$ cat src/rtl/game_pkg.sv
// Shared game definitions: state encodings, winner codes, bust limit and the
// hand-comparison rule used by the turn controller and the handed-flag blocks.
package game_pkg;

  typedef enum logic [2:0] {
    ST_IDLE    = 3'b000,
    ST_DEAL    = 3'b001,
    ST_P1_TURN = 3'b010,
    ST_P1_DONE = 3'b011,
    ST_P2_DONE = 3'b100,
    ST_P2_TURN = 3'b101,
    ST_RESULT  = 3'b110,
    ST_UNUSED  = 3'b111
  } game_state_e;

  typedef enum logic [1:0] {
    WIN_NONE = 2'b00,
    WIN_P1   = 2'b01,
    WIN_P2   = 2'b10,
    WIN_TIE  = 2'b11
  } winner_e;

  localparam int unsigned BUST_LIMIT = 21;

  function automatic logic is_bust(input logic [4:0] score);
    return score > 5'(BUST_LIMIT);
  endfunction

  // Both bust counts as a tie, as does an equal non-bust score.
  function automatic winner_e judge(input logic [4:0] s1, input logic [4:0] s2);
    logic b1;
    logic b2;
    b1 = is_bust(s1);
    b2 = is_bust(s2);
    if (b1 && b2)    return WIN_TIE;
    else if (b1)     return WIN_P2;
    else if (b2)     return WIN_P1;
    else if (s1 > s2) return WIN_P1;
    else if (s2 > s1) return WIN_P2;
    else             return WIN_TIE;
  endfunction

endpackage

$ cat src/rtl/turn_timer.sv
// Idle-turn watchdog: counts consecutive action-free cycles within a turn and
// flags expiry on the cycle that completes TIMEOUT_CYC idle cycles.
module turn_timer #(
  parameter int unsigned TIMEOUT_CYC = 255
) (
  input  logic clk,
  input  logic reset,
  input  logic clear_i,
  input  logic tick_i,
  output logic expire_o
);

  localparam int unsigned W = (TIMEOUT_CYC > 2) ? $clog2(TIMEOUT_CYC) : 1;
  localparam logic [W-1:0] LAST = W'(TIMEOUT_CYC - 1);

  logic [W-1:0] count_q;
  logic [W-1:0] count_d;

  assign expire_o = tick_i && (count_q >= LAST);

  always_comb begin
    count_d = count_q;
    if (clear_i || expire_o) begin
      count_d = '0;
    end else if (tick_i) begin
      count_d = count_q + W'(1);
    end
  end

  always_ff @(posedge clk) begin
    if (reset) begin
      count_q <= '0;
    end else begin
      count_q <= count_d;
    end
  end

endmodule

$ cat src/rtl/turn_controller.sv
// Two-player card-game turn sequencer: deals on request, tracks cards per player,
// judges the round. Optional idle-turn timeout enabled by macro TURN_TIMEOUT_EN.
module turn_controller
  import game_pkg::*;
#(
  parameter int unsigned MAX_CARDS   = 5,
  parameter int unsigned TIMEOUT_CYC = 255
) (
  input  logic       clk,
  input  logic       reset,
  input  logic       start,
  input  logic       p1_hit,
  input  logic       p1_stand,
  input  logic       p2_hit,
  input  logic       p2_stand,
  input  logic [4:0] p1_score,
  input  logic [4:0] p2_score,
  output logic [2:0] state,
  output logic       deal_req,
  output logic       deal_player,
  output logic [2:0] p1_cards,
  output logic [2:0] p2_cards,
  output logic [1:0] winner,
  output logic       result_valid
);

  localparam logic [2:0] MAX_C = 3'(MAX_CARDS);

  game_state_e state_q, state_d;
  logic [2:0]  p1_cards_q, p1_cards_d;
  logic [2:0]  p2_cards_q, p2_cards_d;
  winner_e     winner_q, winner_d;
  logic        valid_q, valid_d;

  logic take1;
  logic take2;
  logic turn_timeout;

  assign take1 = p1_hit && !p1_stand && (p1_cards_q < MAX_C);
  assign take2 = p2_hit && !p2_stand && (p2_cards_q < MAX_C);

`ifdef TURN_TIMEOUT_EN
  logic turn_tick;
  logic turn_clear;

  // Outside a turn the counter is held clear, so each turn starts from zero.
  always_comb begin
    turn_tick  = 1'b0;
    turn_clear = 1'b1;
    if (state_q == ST_P1_TURN) begin
      turn_tick  = !p1_hit && !p1_stand;
      turn_clear = take1;
    end else if (state_q == ST_P2_TURN) begin
      turn_tick  = !p2_hit && !p2_stand;
      turn_clear = take2;
    end
  end

  turn_timer #(
    .TIMEOUT_CYC(TIMEOUT_CYC)
  ) u_turn_timer (
    .clk     (clk),
    .reset   (reset),
    .clear_i (turn_clear),
    .tick_i  (turn_tick),
    .expire_o(turn_timeout)
  );
`else
  logic unused_timeout_cfg;
  assign unused_timeout_cfg = ^TIMEOUT_CYC;
  assign turn_timeout       = 1'b0;
`endif

  always_comb begin
    state_d     = state_q;
    p1_cards_d  = p1_cards_q;
    p2_cards_d  = p2_cards_q;
    winner_d    = winner_q;
    valid_d     = valid_q;
    deal_req    = 1'b0;
    deal_player = 1'b0;

    case (state_q)
      ST_IDLE: begin
        if (start) begin
          state_d    = ST_DEAL;
          p1_cards_d = '0;
          p2_cards_d = '0;
          winner_d   = WIN_NONE;
          valid_d    = 1'b0;
        end
      end

      ST_DEAL: begin
        p1_cards_d = '0;
        p2_cards_d = '0;
        winner_d   = WIN_NONE;
        valid_d    = 1'b0;
        state_d    = ST_P1_TURN;
      end

      ST_P1_TURN: begin
        deal_req = take1;
        if (take1) begin
          p1_cards_d = p1_cards_q + 3'd1;
        end
        if (p1_stand || is_bust(p1_score) || turn_timeout ||
            (take1 && (p1_cards_q + 3'd1 == MAX_C))) begin
          state_d = ST_P1_DONE;
        end
      end

      ST_P1_DONE: state_d = ST_P2_TURN;

      ST_P2_TURN: begin
        deal_req    = take2;
        deal_player = 1'b1;
        if (take2) begin
          p2_cards_d = p2_cards_q + 3'd1;
        end
        if (p2_stand || is_bust(p2_score) || turn_timeout ||
            (take2 && (p2_cards_q + 3'd1 == MAX_C))) begin
          state_d = ST_P2_DONE;
        end
      end

      ST_P2_DONE: begin
        winner_d = judge(p1_score, p2_score);
        valid_d  = 1'b1;
        state_d  = ST_RESULT;
      end

      ST_RESULT: begin
        if (start) begin
          state_d    = ST_DEAL;
          p1_cards_d = '0;
          p2_cards_d = '0;
          winner_d   = WIN_NONE;
          valid_d    = 1'b0;
        end
      end

      default: begin
        state_d    = ST_IDLE;
        p1_cards_d = '0;
        p2_cards_d = '0;
        winner_d   = WIN_NONE;
        valid_d    = 1'b0;
      end
    endcase
  end

  always_ff @(posedge clk) begin
    if (reset) begin
      state_q    <= ST_IDLE;
      p1_cards_q <= '0;
      p2_cards_q <= '0;
      winner_q   <= WIN_NONE;
      valid_q    <= 1'b0;
    end else begin
      state_q    <= state_d;
      p1_cards_q <= p1_cards_d;
      p2_cards_q <= p2_cards_d;
      winner_q   <= winner_d;
      valid_q    <= valid_d;
    end
  end

  assign state        = state_q;
  assign p1_cards     = p1_cards_q;
  assign p2_cards     = p2_cards_q;
  assign winner       = winner_q;
  assign result_valid = valid_q;

endmodule

$ cat config.mk
export PLATFORM = sky130hd
export DESIGN_NAME = turn_controller
export DESIGN_NICKNAME = d
export VERILOG_FILES = /design/src/rtl/game_pkg.sv /design/src/rtl/turn_timer.sv /design/src/rtl/turn_controller.sv
export SDC_FILE = /design/constraint.sdc
export NUM_CORES = 1
export LEC_CHECK = 0
export CORE_MARGIN = 3
export CORE_UTILIZATION = 49
export CTS_CLUSTER_SIZE = 40
export DETAILED_ROUTE_END_ITERATION = 6
export GPL_TIMING_DRIVEN = 0
export PLACE_DENSITY = 0.84
export SYNTH_ARGS = -nofsm -noshare
export SYNTH_HDL_FRONTEND = slang
export SYNTH_SLANG_ARGS = --single-unit
$ cat constraint.sdc
create_clock -name clk -period 2.7 [get_ports clk]
set_clock_uncertainty 0.15 [all_clocks]
set_input_delay 0.405 -clock clk [delete_from_list [all_inputs] [get_ports clk]]
set_output_delay 0.405 -clock clk [all_outputs]
set_load 0.01 [all_outputs]
==> impl_metrics.env, run 1 <==
export IMPL_seq_area_frac_synth_pct=25.20
export IMPL_cts_resized=0
export IMPL_die_y_um=50.11
export IMPL_synth_top_family_by_area="compound AO/OA/AOI/OAI gates"
export IMPL_worstReg2RegEnd="state[2]"
export IMPL_outcome="finished clean"
export IMPL_yosysWarnings=0
export IMPL_critPathMaxFanout=5
export IMPL_antenna_found_initial=0
export IMPL_finalSetupTns_ps=0
export IMPL_wl_met2_um=1221
export IMPL_synth_top_area_share_pct=25.20
export IMPL_via_per_inst=5.700
export IMPL_worstSkewPairLatency_ps=270
export IMPL_dpl_hpwl_um=1952
export IMPL_worstRegToRegCells=5
export IMPL_multiInputGateArea_um2=630.6
export IMPL_crit_type="primary input to primary output"
export IMPL_setup_violations_final=0
export IMPL_maxCapViolations=0
export IMPL_rsz0062_at_grt="false"
export IMPL_maxSlewHeadroom_pct=66.59
export IMPL_tightest_slew_ps=501.2
export IMPL_drv_slew=0
export IMPL_seq_area_um2=240.2
export IMPL_synth_most_common_cell="dfxtp_1"
export IMPL_die_x_um=50.11
export IMPL_netlist_top_cells_area="dfxtp_1 (25%), ha_1 (12%), a21oi_1 (4.7%)"
export IMPL_drt_iter0_markers=37
export IMPL_drcViolationCount=0
export IMPL_design_core_area_um2=1783
export IMPL_layout_drive_gt1_share_pct=9.032
export IMPL_grt_usage_pct=20.98
export IMPL_synthTopCellsByCount="dfxtp_1 (12), inv_1 (11), a21oi_1 (9), ha_1 (9)"
export IMPL_fin_nets=182
export IMPL_cts_setup_buffers=0
export IMPL_power_density_nw_per_um2=507.3
export IMPL_syn_nets=147
export IMPL_synth_cells=121
export IMPL_r2r_start="p1_cards[0]"
export IMPL_htree_levels=1
export IMPL_cp_arrival_ps=2010
export IMPL_synthDistinctLibCells=43
export IMPL_pre_cts_ws_ps=156.2
export IMPL_gp_congestion=0.7569
export IMPL_vdd_ir_drop_max_uv=332.9
export IMPL_hold_violations=0
export IMPL_cts_root_buffer="clkbuf_4"
export IMPL_fillers=146
export IMPL_avgSynthCellArea_um2=7.879
export IMPL_grt_pass1_wl_um=4215
export IMPL_async_flop_share_pct=0
export IMPL_hold_class="flip-flop to flip-flop"
export IMPL_met3WireLength_um=112
export IMPL_syn_area_um2=953.4
export IMPL_synth_fa_ha_area_share_pct=14.04
export IMPL_synth_area_leader_cell="dfxtp_1"
export IMPL_reg2reg_slack_ps=910
export IMPL_holdPathEnd="winner[1]"
export IMPL_numCtsBuffers=3
export IMPL_start_kind="primary input"
export IMPL_synth_simple_area_share_pct=22.57
export IMPL_initial_utilization_pct=53.47
export IMPL_layout_setup_ws_ps=132.8
export IMPL_power_mw=0.6703
export IMPL_grt_pass1_vias=1015
export IMPL_endpoint_kind="primary output"
export IMPL_period_share_pct=95.08
export IMPL_m1WireLength_um=1080
export IMPL_min_from="winner[1]"
export IMPL_syn_to_final_growth_pct=38.58
export IMPL_synthMuxAreaShare_pct=1.050
export IMPL_cts_tree="built"
export IMPL_final_min_clock_period_ps=2567
export IMPL_die_area_um2=2511
export IMPL_io_pins=31
export IMPL_synth_compound_area_share_pct=25.72
export IMPL_clock_path_buffers=2
export IMPL_cts_sinks=12
export IMPL_synth_edf_count=0
export IMPL_grt_max_degree=11
export IMPL_power_leakage_nw=0.5120
export IMPL_fmax_mhz=389.5
export IMPL_synth_xor_area_share_pct=2.756
export IMPL_first_pass_iters=4
export IMPL_cp_required_ps=2140
export IMPL_detail_route_antenna_nets=0
export IMPL_rows=15
export IMPL_cts_clk_slew_worst_paths_ps=80
export IMPL_io_buffers=30
export IMPL_wl_um=2444
export IMPL_grt_overflow_total=0
export IMPL_top_layer="met4"
export IMPL_ys_ff_latch=12
export IMPL_vias=1026
export IMPL_whs_path_depth=2
export IMPL_final_util_pct=74.11
export IMPL_synth_ff_type="dfxtp_1"
export IMPL_cts_hold_buf=0
export IMPL_num_antenna_cells=0
export IMPL_wire_per_inst_um=13.58
placed cells by master, fill, tap and decap left out, types with 2 or more instances in the layout:
cell type / synthesis / final
nand2b_1: 2 / 2
nor3_1: 2 / 2
clkbuf_4: 0 / 3
or3_1: 2 / 2
xor2_1: 2 / 2
nand3_1: 5 / 5
inv_2: 5 / 5
nor2b_1: 4 / 4
nor2_1: 5 / 5
a31oi_1: 3 / 3
nand4_1: 5 / 5
nand2_1: 6 / 6
clkdlybuf4s50_1: 0 / 30
nand4b_1: 2 / 2
o21ai_0: 6 / 6
ha_1: 9 / 9
o21ai_1: 4 / 4
dfxtp_1: 12 / 12
inv_1: 11 / 11
a21oi_1: 9 / 9
o211ai_1: 3 / 3
worst max path at each step:
stage / startpoint / endpoint / slack [ps]
final: p1_hit / deal_req / 130
after global routing: p1_hit / deal_req / 10
after CTS: p1_hit / deal_req / 150
after detailed placement: p1_hit / deal_req / 160
after global placement: p1_hit / deal_req / 170
after floorplan: p1_cards[0] / state[2] / 1090
power breakdown:
group | internal, mW | switching, mW
sequential | 0.194 | 0.0264
combinational | 0.146 | 0.158
clock | 0.0820 | 0.0632
total | 0.423 | 0.248
critical path, cell delays in order:
cell             delay (ps)
clkdlybuf4s50_1         450
nor2b_1                 280
nand3_1                 140
o22ai_1                 170
clkdlybuf4s50_1         560
through the flow:
step	hold slack, ps	cell area, µm²	std cells
floorplan	339.2	953.4	121
global placement	309.5	1285	176
detailed placement	322.1	1285	176
CTS	337.0	1321	180
global route	362.9	1321	180
finish	335.8	1321	180
logic make-up after synthesis:
family                     count (synthesis)
and+or+nand+nor                           38
buffers and inverters                     19
adders and majority gates                 11
DFF                                       12
muxes                                      1
AOI/OAI and AO/OA                         37
xor gates and xnor gates                   3
sequential cells by signal, indices dropped and copies added, names as in the netlist:
register / count
result_valid: 1
p1_cards: 3
p2_cards: 3
state: 3
winner: 2
layout make-up:
type / count / area share, %
multi-input cells: 90 / 47.73
repair buffers: 30 / 22.73
flip-flops and latches: 12 / 18.18
inverters: 16 / 4.545
clock buffers: 4 / 2.746
well taps: 25 / 2.367
plain buffers: 3 / 1.705
metal layers:
metal  up-vias  track usage, %
met5         -               0
met4         0           8.295
met3         5           2.115
met2        33           36.09
met1       474           26.33
li1        514               -
Note: power is estimated with default switching activity, not from simulation.
==> run 2: changes to the inputs <==
--- a/config.mk
+++ b/config.mk
@@ -11,6 +11,7 @@
 export DETAILED_ROUTE_END_ITERATION = 6
 export GPL_TIMING_DRIVEN = 0
 export PLACE_DENSITY = 0.84
+export SETUP_SLACK_MARGIN = 0.4
 export SYNTH_ARGS = -nofsm -noshare
 export SYNTH_HDL_FRONTEND = slang
 export SYNTH_SLANG_ARGS = --single-unit
==> run 2 against run 1 <==
Effect of this change:
- global-route usage did not move
- largest power group unchanged
- critical path depth is the same
- largest cell class unchanged
- routed wire length decreased by 0.57%
- register-to-register slack improved by 20 ps
- core utilization increased by 0.28 points
- worst setup slack improved by 360 ps
- sequential share of layout area barely moved
- clock power hardly changed
==> impl_metrics.env, run 2 (synthesized netlist as in run 1, its figures left out) <==
export IMPL_die_y_um=50.11
export IMPL_endpoint_kind="primary output"
export IMPL_fmax_mhz=453.2
export IMPL_drcViolationCount=0
export IMPL_power_mw=0.6696
export IMPL_reg2reg_slack_ps=930
export IMPL_final_cell_mix="clkdlybuf4s50_1 (29), inv_1 (11), dfxtp_1 (11), a21oi_1 (9), ha_1 (9)"
export IMPL_endpoint="deal_req"
export IMPL_worstReg2RegEnd="state[2]"
export IMPL_placed_area_um2=1285
export IMPL_grt_usage_pct=20.98
export IMPL_dpl_hpwl_um=1952
export IMPL_detail_route_antenna_nets=0
export IMPL_rows=15
export IMPL_rsz0062_at_grt="false"
export IMPL_wl_um=2430
export IMPL_die_x_um=50.11
export IMPL_sw_frac_of_total_pct=36.77
export IMPL_cp_required_ps=2140
export IMPL_worstRegToRegCells=5
export IMPL_grt_pass1_vias=1015
export IMPL_gp_congestion=0.7569
export IMPL_hold_class="flip-flop to flip-flop"
export IMPL_tightest_slew_ps=509.8
export IMPL_worstSkewPairLatency_ps=270
export IMPL_period_share_pct=81.73
export IMPL_power_leakage_nw=0.5189
export IMPL_cts_clk_slew_worst_paths_ps=80
export IMPL_grt_overflow_total=0
export IMPL_drv_slew=0
export IMPL_critPathMaxFanout=5
export IMPL_clock_power_share_pct=21.7
export IMPL_design_area_um2=1326
export IMPL_setup_violations_final=0
export IMPL_dp_cells=176
export IMPL_whs_ps=335.7
export IMPL_htree_levels=1
export IMPL_drt_iter0_markers=26
export IMPL_power_density_nw_per_um2=504.9
export IMPL_multiInputGateArea_um2=635.6
export IMPL_cp_arrival_ps=1650
export IMPL_layout_drive_gt1_share_pct=10.97
export IMPL_final_min_clock_period_ps=2207
export IMPL_finalSetupTns_ps=0
export IMPL_cts_sinks=12
export IMPL_fillers=144
export IMPL_start_kind="primary input"
export IMPL_io_pins=31
export IMPL_cts_root_buffer="clkbuf_4"
export IMPL_seq_area_um2=241.5
export IMPL_cts_tree="built"
export IMPL_wire_per_inst_um=13.50
export IMPL_maxCapViolations=0
export IMPL_via_per_inst=5.700
export IMPL_hold_violations=0
export IMPL_design_core_area_um2=1783
export IMPL_final_common_cell="clkdlybuf4s50_1"
export IMPL_p_sw_mw=0.2462
export IMPL_fin_nets=182
export IMPL_maxSlewHeadroom_pct=66.01
export IMPL_die_area_um2=2511
export IMPL_final_cells=180
export IMPL_internal_power_mw=0.4234
export IMPL_vias=1026
export IMPL_r2r_start="p1_cards[0]"
export IMPL_initial_utilization_pct=53.47
export IMPL_clock_path_buffers=2
export IMPL_antenna_found_initial=0
export IMPL_cts_hold_buf=0
export IMPL_syn_to_final_growth_pct=39.11
export IMPL_numCtsBuffers=3
export IMPL_critPathLaunch="p1_hit"
export IMPL_vdd_ir_drop_max_uv=332.6
export IMPL_num_antenna_cells=0
export IMPL_pwr_share_seq_pct=33.2
export IMPL_io_buffers=30
export IMPL_grt_pass1_wl_um=4215
export IMPL_grt_max_degree=11
export IMPL_cts_setup_buffers=0
export IMPL_outcome="finished clean"
export IMPL_crit_type="primary input to primary output"
export IMPL_p_comb_share_pct=45.2
export IMPL_first_pass_iters=4
[run 2: cell count changes in the layout (fill, tap and decap cells not counted), sizes merged]
cell           change
clkdlybuf4s50      -1
dlygate4sd2        +1
[run 2: worst max-delay path, cell delays in order]
cell and delay, ps:
clkdlybuf4s50_1 460, nor2b_2 220, nand3_1 120, o22ai_1 160, dlygate4sd2_1 290
[run 2: how the worst min path moves through the flow]
| stage | from | to | slack [ps] | cells after the start |
|---|---|---|---|---|
| final | winner[1] | winner[1] | 340 | 2 |
| after global routing | winner[1] | winner[1] | 360 | 2 |
| after CTS | result_valid | result_valid | 340 | 2 |
| after detailed placement | result_valid | result_valid | 320 | 2 |
| after global placement | result_valid | result_valid | 310 | 2 |
| after floorplan | result_valid | result_valid | 340 | 2 |
[run 2: metrics by stage]
step	worst slack [ps]	util [%]
5_1_grt	406.4	74.39
4_1_cts	473.0	74.32
3_5_place_dp	156.2	72.07
3_3_place_gp	166.1	72.07
6_report	493.3	74.39
2_1_floorplan	1091	-
[run 2: power by group through the flow]
stage	Clock (mW)	Combinational, mW	Sequential [mW]
2_1_floorplan	0	0.188	0.227
3_3_place_gp	0	0.296	0.222
3_5_place_dp	0	0.300	0.224
4_1_cts	0.146	0.301	0.220
5_1_grt	0.154	0.334	0.226
6_report	0.145	0.303	0.222
[run 2: per-layer routing]
metal,vias to the layer above,part of all wire [%],GRT usage (%)
met4,0,1.2,8.295
met3,5,4.3,2.115
met2,31,50,36.09
met1,475,45,26.33
li1,515,-,-
met5,-,0,0
[run 2: cell type report]
| type | count | share of cell area, % |
|---|---|---|
| Clock buffer | 4 | 2.736 |
| Multi-Input combinational cell | 90 | 47.92 |
| Timing Repair Buffer | 30 | 22.55 |
| Buffer | 3 | 1.698 |
| Sequential cell | 12 | 18.21 |
| Tap cell | 25 | 2.358 |
| Inverter | 16 | 4.528 |
[run 2: timing repair]
item	CTS	global route
pin swaps	0	0
hold endpoints to repair	0	0
gates resized for setup	3	1
endpoints found under the setup margin	1	1
==> run 3: changes to the inputs <==
--- a/config.mk
+++ b/config.mk
@@ -6,11 +6,11 @@
 export NUM_CORES = 1
 export LEC_CHECK = 0
 export CORE_MARGIN = 3
-export CORE_UTILIZATION = 49
+export CORE_UTILIZATION = 45
 export CTS_CLUSTER_SIZE = 40
 export DETAILED_ROUTE_END_ITERATION = 6
 export GPL_TIMING_DRIVEN = 0
-export PLACE_DENSITY = 0.84
+export PLACE_DENSITY = 0.78
 export SETUP_SLACK_MARGIN = 0.4
 export SYNTH_ARGS = -nofsm -noshare
 export SYNTH_HDL_FRONTEND = slang
==> constraint.sdc (replaced) <==
create_clock -name clk -period 2.2 [get_ports clk]
set_clock_uncertainty 0.15 [all_clocks]
set_input_delay 0.33 -clock clk [delete_from_list [all_inputs] [get_ports clk]]
set_output_delay 0.33 -clock clk [all_outputs]
set_load 0.01 [all_outputs]
==> run 3 against run 2 <==
Effect of this change:
- combinational power grew 30%
- final area grew 6.5%
- clock-buffer cell count is the same
- total power grew 27%
- routed wire length grew 3.7%
- core utilization shrank 3.1 points
- sequential share of layout area shrank 0.40 points
- die area grew 7.8%
- largest cell class unchanged
- first-iteration DRC count grew 12%
- highest routed layer unchanged
==> impl_metrics.env, run 3 (synthesized netlist as in run 1, its figures left out) <==
export IMPL_path_depth=1
export IMPL_seq_area_um2=251.5
export IMPL_antenna_found_initial=0
export IMPL_outcome="finished clean"
export IMPL_hold_violations=0
export IMPL_p_sw_mw=0.3162
export IMPL_die_y_um=52.03
export IMPL_worstRegToRegCells=5
export IMPL_wl_um=2519
export IMPL_final_min_clock_period_ps=1790
export IMPL_wire_per_inst_um=13.69
export IMPL_slowest_stage="clkdlybuf4s50_1"
export IMPL_final_cell_mix="clkdlybuf4s50_1 (25), inv_1 (11), a21oi_1 (9), ha_1 (8)"
export IMPL_gp_congestion=0.7945
export IMPL_layout_setup_ws_ps=410.5
export IMPL_htree_levels=1
export IMPL_final_common_cell="clkdlybuf4s50_1"
export IMPL_reg2reg_slack_ps=530
export IMPL_internal_power_mw=0.5356
export IMPL_crit_buf_inv=1
export IMPL_whs_ps=325.6
export IMPL_detail_route_antenna_nets=0
export IMPL_grt_pass1_wl_um=3981
export IMPL_maxCapViolations=0
export IMPL_p_comb_share_pct=46.4
export IMPL_cts_root_buffer="clkbuf_4"
export IMPL_grt_overflow_total=0
export IMPL_endpoint_kind="primary output"
export IMPL_drcViolationCount=0
export IMPL_vias=1031
export IMPL_cp_arrival_ps=1310
export IMPL_critPathMaxFanout=5
export IMPL_fin_nets=184
export IMPL_die_area_um2=2707
export IMPL_pre_cts_ws_ps=-224.0
export IMPL_clock_path_buffers=2
export IMPL_grt_max_degree=11
export IMPL_design_area_um2=1413
export IMPL_cts_hold_buf=0
export IMPL_num_antenna_cells=0
export IMPL_cp_cell_sequence="clkdlybuf4s50_1"
export IMPL_first_pass_iters=4
export IMPL_initial_utilization_pct=48.11
export IMPL_via_per_inst=5.603
export IMPL_multiInputGateArea_um2=686.9
export IMPL_layout_drive_gt1_share_pct=19.75
export IMPL_dpl_hpwl_um=1908
export IMPL_crit_type="flip-flop to primary output"
export IMPL_io_buffers=30
export IMPL_die_x_um=52.03
export IMPL_fmax_mhz=558.8
export IMPL_hold_class="flip-flop to flip-flop"
export IMPL_drv_slew=0
export IMPL_power_leakage_nw=0.5744
export IMPL_finalSetupTns_ps=0
export IMPL_start_kind="flip-flop"
export IMPL_power_density_nw_per_um2=603.0
export IMPL_vdd_ir_drop_max_uv=516.6
export IMPL_min_from="result_valid"
export IMPL_placed_area_um2=1287
export IMPL_grt_pass1_vias=938
export IMPL_whs_path_depth=2
export IMPL_drt_iter0_markers=29
export IMPL_grt_usage_pct=19.77
export IMPL_cts_tree="built"
export IMPL_cp_required_ps=1720
export IMPL_worstSkewPairLatency_ps=280
export IMPL_worstReg2RegEnd="state[2]"
export IMPL_sw_frac_of_total_pct=37.12
export IMPL_pwr_share_seq_pct=32.6
export IMPL_fillers=145
export IMPL_r2r_start="p1_cards[0]"
export IMPL_design_core_area_um2=1982
export IMPL_tightest_slew_ps=525.4
export IMPL_crit_family="buffers and inverters"
export IMPL_cpPeakStageDelay_ps=580
export IMPL_cts_clk_slew_worst_paths_ps=80
export IMPL_maxSlewHeadroom_pct=64.98
export IMPL_setup_violations_final=0
export IMPL_numCtsBuffers=3
export IMPL_period_share_pct=81.34
export IMPL_rows=16
export IMPL_final_cells=184
export IMPL_final_util_pct=71.28
export IMPL_syn_to_final_growth_pct=48.16
export IMPL_clock_power_share_pct=21.1
export IMPL_cts_sinks=12
export IMPL_rsz0062_at_grt="true"
export IMPL_io_pins=31
export IMPL_power_mw=0.8518
export IMPL_holdPathEnd="result_valid"
export IMPL_dp_cells=178
[run 3: what timing repair did]
| action | 4_1_cts | 5_1_grt |
|---|---|---|
| resized for setup | 9 | 20 |
| endpoints found under the setup margin | 4 | 7 |
| buffers inserted | 1 | 1 |
| endpoints found under the hold margin | 0 | 0 |
| pin swaps | 1 | 4 |
[run 3: layout make-up]
type | count | area share [%]
multi-input cells | 90 | 48.63
repair buffers | 32 | 22.50
flip-flops and latches | 12 | 17.80
inverters | 16 | 4.252
clock buffers | 4 | 2.569
well taps | 27 | 2.392
plain buffers | 3 | 1.860
[run 3: layer usage]
metal / part of all wire, % / vias up / global-route usage, %
met5: 0 / - / 0
met4: 1.2 / 0 / 7.424
met3: 6.5 / 2 / 4.871
met2: 48 / 37 / 34.10
met1: 44 / 472 / 23.26
li1: - / 520 / -
[run 3: power by group through the flow]
stage	clock [mW]	sequential [mW]	combinational (mW)
after floorplan	0	0.278	0.231
after global placement	0	0.273	0.364
after detailed placement	0	0.273	0.368
after CTS	0.188	0.272	0.375
after global routing	0.200	0.282	0.431
final	0.179	0.277	0.395
[run 3: worst max path at each step]
stage / to / startpoint / slack, ps
floorplan: state[2] / p1_cards[0] / 590
global placement: deal_req / p1_hit / -200
detailed placement: deal_req / p1_hit / -220
CTS: deal_req / p1_stand / 190
global route: deal_req / state[2] / 340
finish: p1_cards[2] / p1_cards[2] / 410
